<file path="config.mk">
export PLATFORM = sky130hd
export DESIGN_NAME = sdram_line_writer
export DESIGN_NICKNAME = d
export VERILOG_FILES = /design/src/rtl/sdram_line_writer_pkg.sv /design/src/rtl/sdram_line_buf.sv /design/src/rtl/sdram_line_writer.sv
export SDC_FILE = /design/constraint.sdc
export NUM_CORES = 1
export LEC_CHECK = 0
export ABC_AREA = 1
export CAP_MARGIN = 20
export CORE_MARGIN = 3
export CORE_UTILIZATION = 51
export DETAILED_ROUTE_END_ITERATION = 10
export PLACE_DENSITY = 0.84
export SETUP_SLACK_MARGIN = 0.1
export SYNTH_ARGS = -nofsm -noshare
export SYNTH_HDL_FRONTEND = slang
export SYNTH_SLANG_ARGS = --single-unit
</file>
<file path="constraint.sdc">
create_clock -name iclk -period 13.42 [get_ports iclk]
set_input_delay 1.342 -clock iclk [delete_from_list [all_inputs] [get_ports iclk]]
set_output_delay 1.342 -clock iclk [all_outputs]
set_load 0.01 [all_outputs]
</file>
<file path="src/rtl/sdram_line_writer_pkg.sv">
// Shared constants for the SDRAM line writer: bus/line geometry, address
// field positions, buffer and drain-FSM state encodings, line tag layout.
// Ports: none (package).
package sdram_line_writer_pkg;

  localparam int DQ_W     = 16;
  localparam int BEATS    = 8;
  localparam int LINE_W   = DQ_W * BEATS;
  localparam int WORD_W   = 32;
  localparam int WPL      = LINE_W / WORD_W;
  localparam int ADDR_W   = 26;

  localparam int ROW_LSB  = 13;
  localparam int BANK_LSB = 11;
  localparam int COL_LSB  = 4;

  // Line buffer states
  localparam logic [1:0] LW_EMPTY   = 2'd0;
  localparam logic [1:0] LW_FILLING = 2'd1;
  localparam logic [1:0] LW_FULL    = 2'd2;

  // Drain FSM states
  localparam logic [1:0] LW_IDLE = 2'd0;
  localparam logic [1:0] LW_REQ  = 2'd1;
  localparam logic [1:0] LW_WAIT = 2'd2;

  // Line identity: everything above the word index, i.e. addr[25:4]
  typedef struct packed {
    logic [ADDR_W-ROW_LSB-1:0]   row;
    logic [ROW_LSB-BANK_LSB-1:0] bank;
    logic [BANK_LSB-COL_LSB-1:0] col;
  } line_tag_t;

  // Low halfword goes out first on the DQ bus, so it lands in the upper half
  function automatic logic [WORD_W-1:0] place_word(input logic [WORD_W-1:0] d);
    return {d[DQ_W-1:0], d[WORD_W-1:DQ_W]};
  endfunction

endpackage

</file>
<file path="src/rtl/sdram_line_buf.sv">
// One SDRAM line buffer: tag, 4-bit word valid mask, 128-bit line data and
// EMPTY/FILLING/FULL state. Writes land on the rising edge of iclk.
// Ports: iwr_i/itag_i/iidx_i/idata_i write a word, iclr_i empties the buffer,
//        ostate_o/otag_o/odata_o expose contents, omatch_o says a word for
//        itag_i may be written, odone_o flags the write that completes the line.
module sdram_line_buf
  import sdram_line_writer_pkg::*;
(
  input  logic              iclk,
  input  logic              ctr_reset,
  input  logic              iwr_i,
  input  line_tag_t         itag_i,
  input  logic [1:0]        iidx_i,
  input  logic [WORD_W-1:0] idata_i,
  input  logic              iclr_i,
  output logic [1:0]        ostate_o,
  output line_tag_t         otag_o,
  output logic [LINE_W-1:0] odata_o,
  output logic              omatch_o,
  output logic              odone_o
);

  logic [1:0]        state_q, state_d;
  line_tag_t         tag_q, tag_d;
  logic [WPL-1:0]    mask_q, mask_d;
  logic [LINE_W-1:0] data_q, data_d;
  logic [WPL-1:0]    bit_w;
  logic [WPL-1:0]    mask_set;

  assign bit_w    = {{(WPL-1){1'b0}}, 1'b1} << iidx_i;
  // A fresh line starts from an empty mask regardless of stale contents
  assign mask_set = (state_q == LW_EMPTY) ? bit_w : (mask_q | bit_w);

  assign omatch_o = (state_q == LW_EMPTY) ||
                    ((state_q == LW_FILLING) && (tag_q == itag_i));
  assign odone_o  = iwr_i && (mask_set == {WPL{1'b1}});

  always_comb begin
    state_d = state_q;
    tag_d   = tag_q;
    mask_d  = mask_q;
    data_d  = data_q;
    if (iclr_i) begin
      state_d = LW_EMPTY;
      mask_d  = '0;
    end else if (iwr_i) begin
      if (state_q == LW_EMPTY) tag_d = itag_i;
      mask_d = mask_set;
      for (int w = 0; w < WPL; w++) begin
        if (iidx_i == 2'(w)) data_d[LINE_W-1-WORD_W*w -: WORD_W] = place_word(idata_i);
      end
      state_d = (mask_set == {WPL{1'b1}}) ? LW_FULL : LW_FILLING;
    end
  end

  always_ff @(posedge iclk or posedge ctr_reset) begin
    if (ctr_reset) begin
      state_q <= LW_EMPTY;
      tag_q   <= '0;
      mask_q  <= '0;
      data_q  <= '0;
    end else begin
      state_q <= state_d;
      tag_q   <= tag_d;
      mask_q  <= mask_d;
      data_q  <= data_d;
    end
  end

  assign ostate_o = state_q;
  assign otag_o   = tag_q;
  assign odata_o  = data_q;

endmodule

</file>
<file path="src/rtl/sdram_line_writer.sv">
// Collects 32-bit CPU stores into 128-bit SDRAM lines in two ping-pong buffers
// and hands each full line to the burst-write engine (oreq/oenb/ifin).
// Ports: iwr_* / oready / oerr on the CPU side; ibusy, oreq, oenb, ifin and
//        orow/obank/ocolumn/odata on the engine side; oidle when fully drained.
module sdram_line_writer
  import sdram_line_writer_pkg::*;
(
  input  logic              iclk,
  input  logic              ctr_reset,
  input  logic              iwr_valid,
  output logic              oready,
  input  logic [ADDR_W-1:0] iwr_addr,
  input  logic [WORD_W-1:0] iwr_data,
  output logic              oerr,
  input  logic              ibusy,
  output logic              oreq,
  output logic              oenb,
  input  logic              ifin,
  output logic [12:0]       orow,
  output logic [1:0]        obank,
  output logic [9:0]        ocolumn,
  output logic [LINE_W-1:0] odata,
  output logic              oidle
);

  line_tag_t         wtag;
  logic [1:0]        widx;
  logic              unused_addr;

  logic [1:0]        b_state [2];
  line_tag_t         b_tag   [2];
  logic [LINE_W-1:0] b_data  [2];
  logic              b_match [2];
  logic              b_done  [2];
  logic              b_wr    [2];
  logic              b_clr   [2];

  logic              fsel_q, fsel_d, dsel_q, dsel_d;
  logic [1:0]        st_q, st_d;
  logic              err_q;
  logic              load;
  logic              accept, fin_evt, fill_full_nx, other_empty_nx;
  logic [12:0]       row_q;
  logic [1:0]        bank_q;
  logic [9:0]        col_q;
  logic [LINE_W-1:0] data_q;

  assign wtag        = line_tag_t'(iwr_addr[ADDR_W-1:COL_LSB]);
  assign widx        = iwr_addr[COL_LSB-1:2];
  assign unused_addr = ^iwr_addr[1:0];

  for (genvar g = 0; g < 2; g++) begin : g_buf
    sdram_line_buf u_buf (
      .iclk     (iclk),
      .ctr_reset(ctr_reset),
      .iwr_i    (b_wr[g]),
      .itag_i   (wtag),
      .iidx_i   (widx),
      .idata_i  (iwr_data),
      .iclr_i   (b_clr[g]),
      .ostate_o (b_state[g]),
      .otag_o   (b_tag[g]),
      .odata_o  (b_data[g]),
      .omatch_o (b_match[g]),
      .odone_o  (b_done[g])
    );
  end

  assign oready  = (b_state[fsel_q] != LW_FULL);
  assign accept  = iwr_valid && oready;
  assign fin_evt = (st_q == LW_WAIT) && ifin;

  always_comb begin
    for (int i = 0; i < 2; i++) begin
      b_wr[i]  = accept && (fsel_q == 1'(i)) && b_match[i];
      b_clr[i] = fin_evt && (dsel_q == 1'(i));
    end
  end

  // Move filling to the other buffer as soon as this one is (or becomes) full
  // and the other one is (or is being made) empty, so a freed buffer is
  // usable on the very next cycle.
  assign fill_full_nx   = (b_state[fsel_q] == LW_FULL) || b_done[fsel_q];
  assign other_empty_nx = (b_state[~fsel_q] == LW_EMPTY) || (fin_evt && (dsel_q != fsel_q));
  assign fsel_d         = fsel_q ^ (fill_full_nx && other_empty_nx);

  always_comb begin
    st_d   = st_q;
    dsel_d = dsel_q;
    load   = 1'b0;
    case (st_q)
      LW_IDLE: if ((b_state[dsel_q] == LW_FULL) && !ibusy) begin
        st_d = LW_REQ;
        load = 1'b1;
      end
      LW_REQ:  st_d = LW_WAIT;
      LW_WAIT: if (ifin) begin
        st_d   = LW_IDLE;
        dsel_d = ~dsel_q;
      end
      default: st_d = LW_IDLE;
    endcase
  end

  always_ff @(posedge iclk or posedge ctr_reset) begin
    if (ctr_reset) begin
      fsel_q <= 1'b0;
      dsel_q <= 1'b0;
      st_q   <= LW_IDLE;
      err_q  <= 1'b0;
      row_q  <= '0;
      bank_q <= '0;
      col_q  <= '0;
      data_q <= '0;
    end else begin
      fsel_q <= fsel_d;
      dsel_q <= dsel_d;
      st_q   <= st_d;
      err_q  <= accept && !b_match[fsel_q];
      // Engine-facing address/data are captured once and frozen until ifin
      if (load) begin
        row_q  <= b_tag[dsel_q].row;
        bank_q <= b_tag[dsel_q].bank;
        col_q  <= {b_tag[dsel_q].col, 3'b000};
        data_q <= b_data[dsel_q];
      end
    end
  end

  assign oerr    = err_q;
  assign oreq    = (st_q == LW_REQ);
  assign oenb    = (st_q != LW_IDLE);
  assign orow    = row_q;
  assign obank   = bank_q;
  assign ocolumn = col_q;
  assign odata   = data_q;
  assign oidle   = (b_state[0] == LW_EMPTY) && (b_state[1] == LW_EMPTY) && (st_q == LW_IDLE);

endmodule

</file>
; ---- Yosys cells after proc, flatten, opt, wreduce, memory -nomap -nowiden
; Index checks and enable logic that the tools add are counted.
[word_totals]
regBits = 467
inputBits = 63
output_inout_bits = 158
wordCells = 139
[classes]
n_lt_le_gt_ge = 3
n_eq_ne = 17
shift = 1
muxes = 38
n_bitwise = 10
reduce_logical = 44
[ops]
columns = operator, n
row1 = two-way mux 128 bit, 3
row2 = two-way mux 22 bit, 3
row3 = == test 22 bit, 2
row4 = two-way mux 2 bit, 17
row5 = AND reduction 3 bit, 10
row6 = two-way mux 4 bit, 6
row7 = logical AND 1 bit, 18
row8 = == test 2 bit (second input constant), 5
row9 = logical NOT 2 bit, 5
row10 = == test 2 x 1 -> 1 bit (second input constant), 4
row11 = == test 4 bit (second input constant), 2
row12 = two-way mux 1 bit, 8
row13 = bitwise OR 4 bit, 2
row14 = greater-or-equal comparator 2 bit (second input constant), 3
row15 = != test 2 bit (second input constant), 3
row16 = NOT 1 -> 2 bit, 3
row17 = one-hot mux 2 bit (3 select lines), 1
row18 = nonzero test 2 bit, 3
row19 = logical OR 1 bit, 4
row20 = NOT 1 bit, 4
row21 = AND reduction 2 bit, 2
row22 = left shift 1 x 2 -> 4 bit (first input constant), 1
row23 = logical NOT 1 bit, 2
row24 = != test 1 bit, 1
row25 = bitwise XOR 1 bit, 1

; ---- Logic depth before layout (Yosys ltp)
[depth]
word_depth = 15
ltp_mapped = 14
depth_no_buf = 13

; ---- Modules after synthesis
; A second synthesis with hierarchy kept.
[unflattened]
cells_unflattened = 2527
hier_area_um2 = 21176.6
[by_module_without_submodules]
columns = module, instances, cells_per_inst, area_per_inst_um2, seq_area_each_um2
row1 = sdram_line_buf, 2, 679, 6670.1, 3903.7
row2 = sdram_line_writer, 1, 1169, 7836.3, 3878.7

; ---- Worst setup path before layout
; No wires, ideal clock.
[synth_path]
kind = input -> register
from = input iwr_addr[9]
to = register g_buf[0].u_buf.data_q[122]
setup_ns = 0.124
arrival_time_ns = 2.629
t_required_ns = 13.296
path_slack_ns = 10.667
cell_stages = 12
path_buffers = 1
cell_sequence = inv_2 -> nand2_1 -> o21ai_1 -> nor2_1 -> nand2_1 -> nor2_2 -> nand3_2 -> a21oi_4 -> nand3_4 -> buf_6 -> nand2_1 -> o21ai_2
[synth_between]
elab_chain_len = 5
[synth_rtl]
columns = element, line
row1 = start: declaration, sdram_line_writer.sv:12  ; input logic [ADDR_W-1:0] iwr_addr,
row2 = == test 22 bit, sdram_line_buf.sv:35  ; ((state_q == LW_FILLING) && (tag_q == itag_i));
row3 = logical AND 1 bit, sdram_line_buf.sv:35
row4 = logical OR 1 bit, sdram_line_buf.sv:34  ; assign omatch_o = (state_q == LW_EMPTY) ||
row5 = logical AND 1 bit, sdram_line_writer.sv:75  ; b_wr[i] = accept && (fsel_q == 1'(i)) && b_match[i];
row6 = AND reduction 3 bit (no source line), n/a
row7 = end signal: assignment, sdram_line_buf.sv:66  ; data_q <= data_d;
row8 = end: declaration, sdram_line_buf.sv:26  ; logic [LINE_W-1:0] data_q, data_d;
; Every way passes these cells.
; A chain may end at the register's enable or synchronous reset.

; ---- Worst setup path after layout
[layout_path]
from = input ibusy
to = register data_q[6] (netlist: odata[6])
[layout_between]
elab_chain_len = 4
[layout_rtl]
columns = element, line
row1 = start: declaration, sdram_line_writer.sv:15  ; input logic ibusy,
row2 = logical NOT 1 bit, sdram_line_writer.sv:92  ; LW_IDLE: if ((b_state[dsel_q] == LW_FULL) && !ibusy) begin
row3 = logical AND 1 bit, sdram_line_writer.sv:92
row4 = two-way mux 1 bit, sdram_line_writer.sv:92
row5 = two-way mux 1 bit, sdram_line_writer.sv:91  ; case (st_q)
row6 = end signal: assignment, sdram_line_writer.sv:125  ; data_q <= b_data[dsel_q];
row7 = end: declaration, sdram_line_writer.sv:46  ; logic [LINE_W-1:0] data_q;
; Every way passes these cells.

==> summary.md <==
| Metric | Value |
|---|---|
| Outcome | `finished clean` |
| Yosys cell types | `29` |
| HPWL after DPL | `between 30000 and 40000 µm` |
| CP startpoint | `ibusy` |
| IO Count | `roughly 220` |
| CP Capture Type | `flip-flop` |
| Synth Cell Area | `~20000 µm²` |
| RSZ-0062 raised after global routing | `no` |
| Drt total wl | `51300 µm` |
| Area leader, netlist | `dfrtp_1` |
| Final ANT Viol Nets | `0` |
| Clk sinks | `roughly 470` |
| Post-CTS sizing | `0` |
| Largest net degree at the start of global routing | `about 190` |
| Arr. time, crit path | `approximately 4.4 ns` |
| Inserted Clock Buffers | `49` |
| Critical hold path startpoint | `g_buf[1].u_buf.mask_q[0]` |
| H-tree level count | `2` |
| Port Buffers | `about 220` |
| Number of antenna cells inserted | `0` |
| Number of synthesized flops with an enable pin | `0` |
| Async set-or-reset flop fraction in the synthesized netlist | `1.00` |
| Net Sw Power | `between 0.002 and 0.0025 W` |
| Die Footprint | `between 40000 and 50000 µm²` |
| Setup Fix Bufs, Post-CTS | `0` |
| Share of cells above drive strength 1 | `0.0688` |
| Syn avg cell area | `9.02 µm²` |
| Count of final setup violators | `0` |
| Per-cell routed wire length | `about 18 µm` |
| PD cells | `~260 nW/µm²` |
| Post-placement worst setup slack | `a little under 9 ns` |
| Fmax | `around 0.26 GHz` |
| Top_reg_cell synth | `dfrtp_1` |
| Reg-to-reg critical path startpoint | `dsel_q` |
| Global route total overflow | `0` |
| Power, Total | `around 0.0060 W` |
| Int Pwr | `roughly 0.0038 W` |
| Most common cell after layout, fill and taps aside | `nand2_1` |
| Clk_lat worst skew | `0.59 ns` |
| GRT Util Overall | `0.251` |
| Vias in the first global route | `15837` |
| Clock Power Share | `0.231` |
| First-pass GRT wire length | `around 83000 µm` |
| Clock tree buffer depth | `3` |
| DRC Markers | `0` |
| Initial Util | `0.518` |
| Max-slew headroom | `0.259` |
| Data required, critical path | `13.93 ns` |
| Max_cap viols | `0` |
| Final worst-path cycle share | `0.287` |
| Worst Skew | `~0.026 ns` |
| Number of synthesized register bits | `about 470` |
| Routed vias | `roughly 16000` |
| Gate Count Post-Synth | `2169` |
| Slew at the pin closest to its max-slew limit | `approximately 1.1 ns` |
| Critical path peak fanout | `between 100 and 150` |
| TritonRoute pass-1 iters | `6` |
| Die W | `about 200 µm` |
| Vias per std cell | `5.60` |
| Gpl congestion | `0.885` |
| YS warnings | `0` |
| Pins Over Slew Limit | `0` |
| Final hold violation count | `0` |
| Setup CP Type | `in2reg` |
| Hold Path Class | `reg2reg` |
| Pleak | `10.6 nW` |
| Layout area overhead | `20.0%` |
| Part of the power in registers | `0.422` |
| Post-route setup slack | `about 9.6 ns` |
| Setup TNS | `0 ns` |
| DRT iter0 DRCs | `1476` |
| Sw frac | `0.360` |
| Peak supply drop | `about 170 µV` |
| WHS | `roughly 0.48 ns` |
| Nets | `roughly 2400` |
| Cts hold-fix bufs | `0` |
| Clock slew seen by the registers of the worst setup and hold paths | `0.06 ns` |
| Dominant cells by area after synthesis | `dfrtp_1 (60%), nand2_1 (14%), o21ai_1 (5.2%)` |
| # fillers | `around 3000` |
| Sequential fraction of the synthesis area | `0.598` |
| Most frequent cells in the layout | `nand2_1 (708), dfrtp_1 (466), clkdlybuf4s50_1 (215), o21ai_1 (204), nor2_1 (185)` |
| # rows | `between 70 and 80` |
| Critical path startpoint category | `primary input` |
| Final core occ | `0.622` |
| Combinational power share | `0.347` |
| CTS tree | `built` |
| Fin crit period | `roughly 3.8 ns` |
| Initial antenna violation count | `1` |
| Synth top area share | `0.598` |
| Chip height | `about 200 µm` |
| Core Area | `roughly 38000 µm²` |
| Root Driver | `clkbuf_16` |
-- metrics by stage --
step / area, µm² / instances
2_1_floorplan: 19600 / 2171
3_3_place_gp: 21700 / 2775
3_5_place_dp: 21700 / 2775
4_1_cts: 23400 / 2862
5_1_grt: 23500 / 2865
6_report: 23500 / 2865
-- final timing paths --
| check | cells after the start | endpoint | slack [ns] |
|---|---|---|---|
| max | 6 | odata[6] | 9.57 |
| min | 2 | g_buf[1].u_buf.mask_q[0] | 0.48 |
| min in group asynchronous | 2 | odata[53] | 1.30 |
| max reg2reg | 8 | g_buf[1].u_buf.odata_o[106] | 9.77 |
| max in group asynchronous | 5 | g_buf[0].u_buf.odata_o[117] | 10.00 |
| min reg2reg | 2 | g_buf[1].u_buf.mask_q[0] | 0.48 |
-- synthesized netlist by cell type, types with 7 or more instances --
| cell type | n |
|---|---|
| nand3_1 | 13 |
| o21ai_0 | 91 |
| o31ai_1 | 45 |
| inv_2 | 22 |
| buf_6 | 24 |
| buf_4 | 7 |
| clkbuf_1 | 62 |
| buf_2 | 42 |
| inv_1 | 91 |
| a31oi_1 | 151 |
| o21ai_2 | 21 |
| dfrtp_1 | 467 |
| o21ai_1 | 204 |
| nand2_1 | 708 |
| nor2_1 | 186 |
-- area by class of cell --
type,instances,area [µm²],area share
timing repair buffer,231,2340,0.0999
tap,511,639,0.0272
clock inverter,22,273,0.0116
inverter,113,430,0.0183
multi-input combinational,1456,6710,0.286
sequential,467,11700,0.498
clock buffer,65,1380,0.0586
-- power groups by stage --
stage	Sequential, W	Combinational, W	Clock [W]
2_1_floorplan	0.00253	0.00115	0
3_3_place_gp	0.00250	0.00198	0
3_5_place_dp	0.00253	0.00206	0
4_1_cts	0.00253	0.00208	0.00141
5_1_grt	0.00261	0.00231	0.00146
6_report	0.00253	0.00208	0.00139
-- logic make-up after synthesis --
family	count (synthesis)	share of synthesized area
simple gates	929	0.186
compound gates	520	0.154
flops	467	0.598
buf+inv	248	0.0608
xor+xnor	4	0.00179
other cells	1	0.000192
-- flip-flops by register name, indices dropped and copies added (netlist names) --
signal                count
g_buf.u_buf.odata_o     256
odata                   128
g_buf.u_buf.otag_o       44
orow                     13
g_buf.u_buf.mask_q        8
ocolumn                   7
g_buf.u_buf.ostate_o      4
obank                     2
st_q                      2
dsel_q                    1
fsel_q                    1
oerr                      1
-- worst max-delay path, cell delays in order --
cell and delay (ns):
clkdlybuf4s50_1 0.45, a2111oi_4 0.32, buf_4 0.85, buf_4 0.93, nor2_1 0.12, a31oi_1 0.19
-- per-layer routing --
layer / share of wire / wire length (µm) / GRT usage / vias to the layer above
met5: 0.00023 / 12 / 0 / -
met2: 0.47 / 24200 / 0.406 / 640
li1: - / - / - / 7416
met4: 0.031 / 1590 / 0.0922 / 2
met3: 0.076 / 3890 / 0.0425 / 106
met1: 0.42 / 21600 / 0.345 / 7871
No activity file was read; power rests on OpenSTA's default activity.
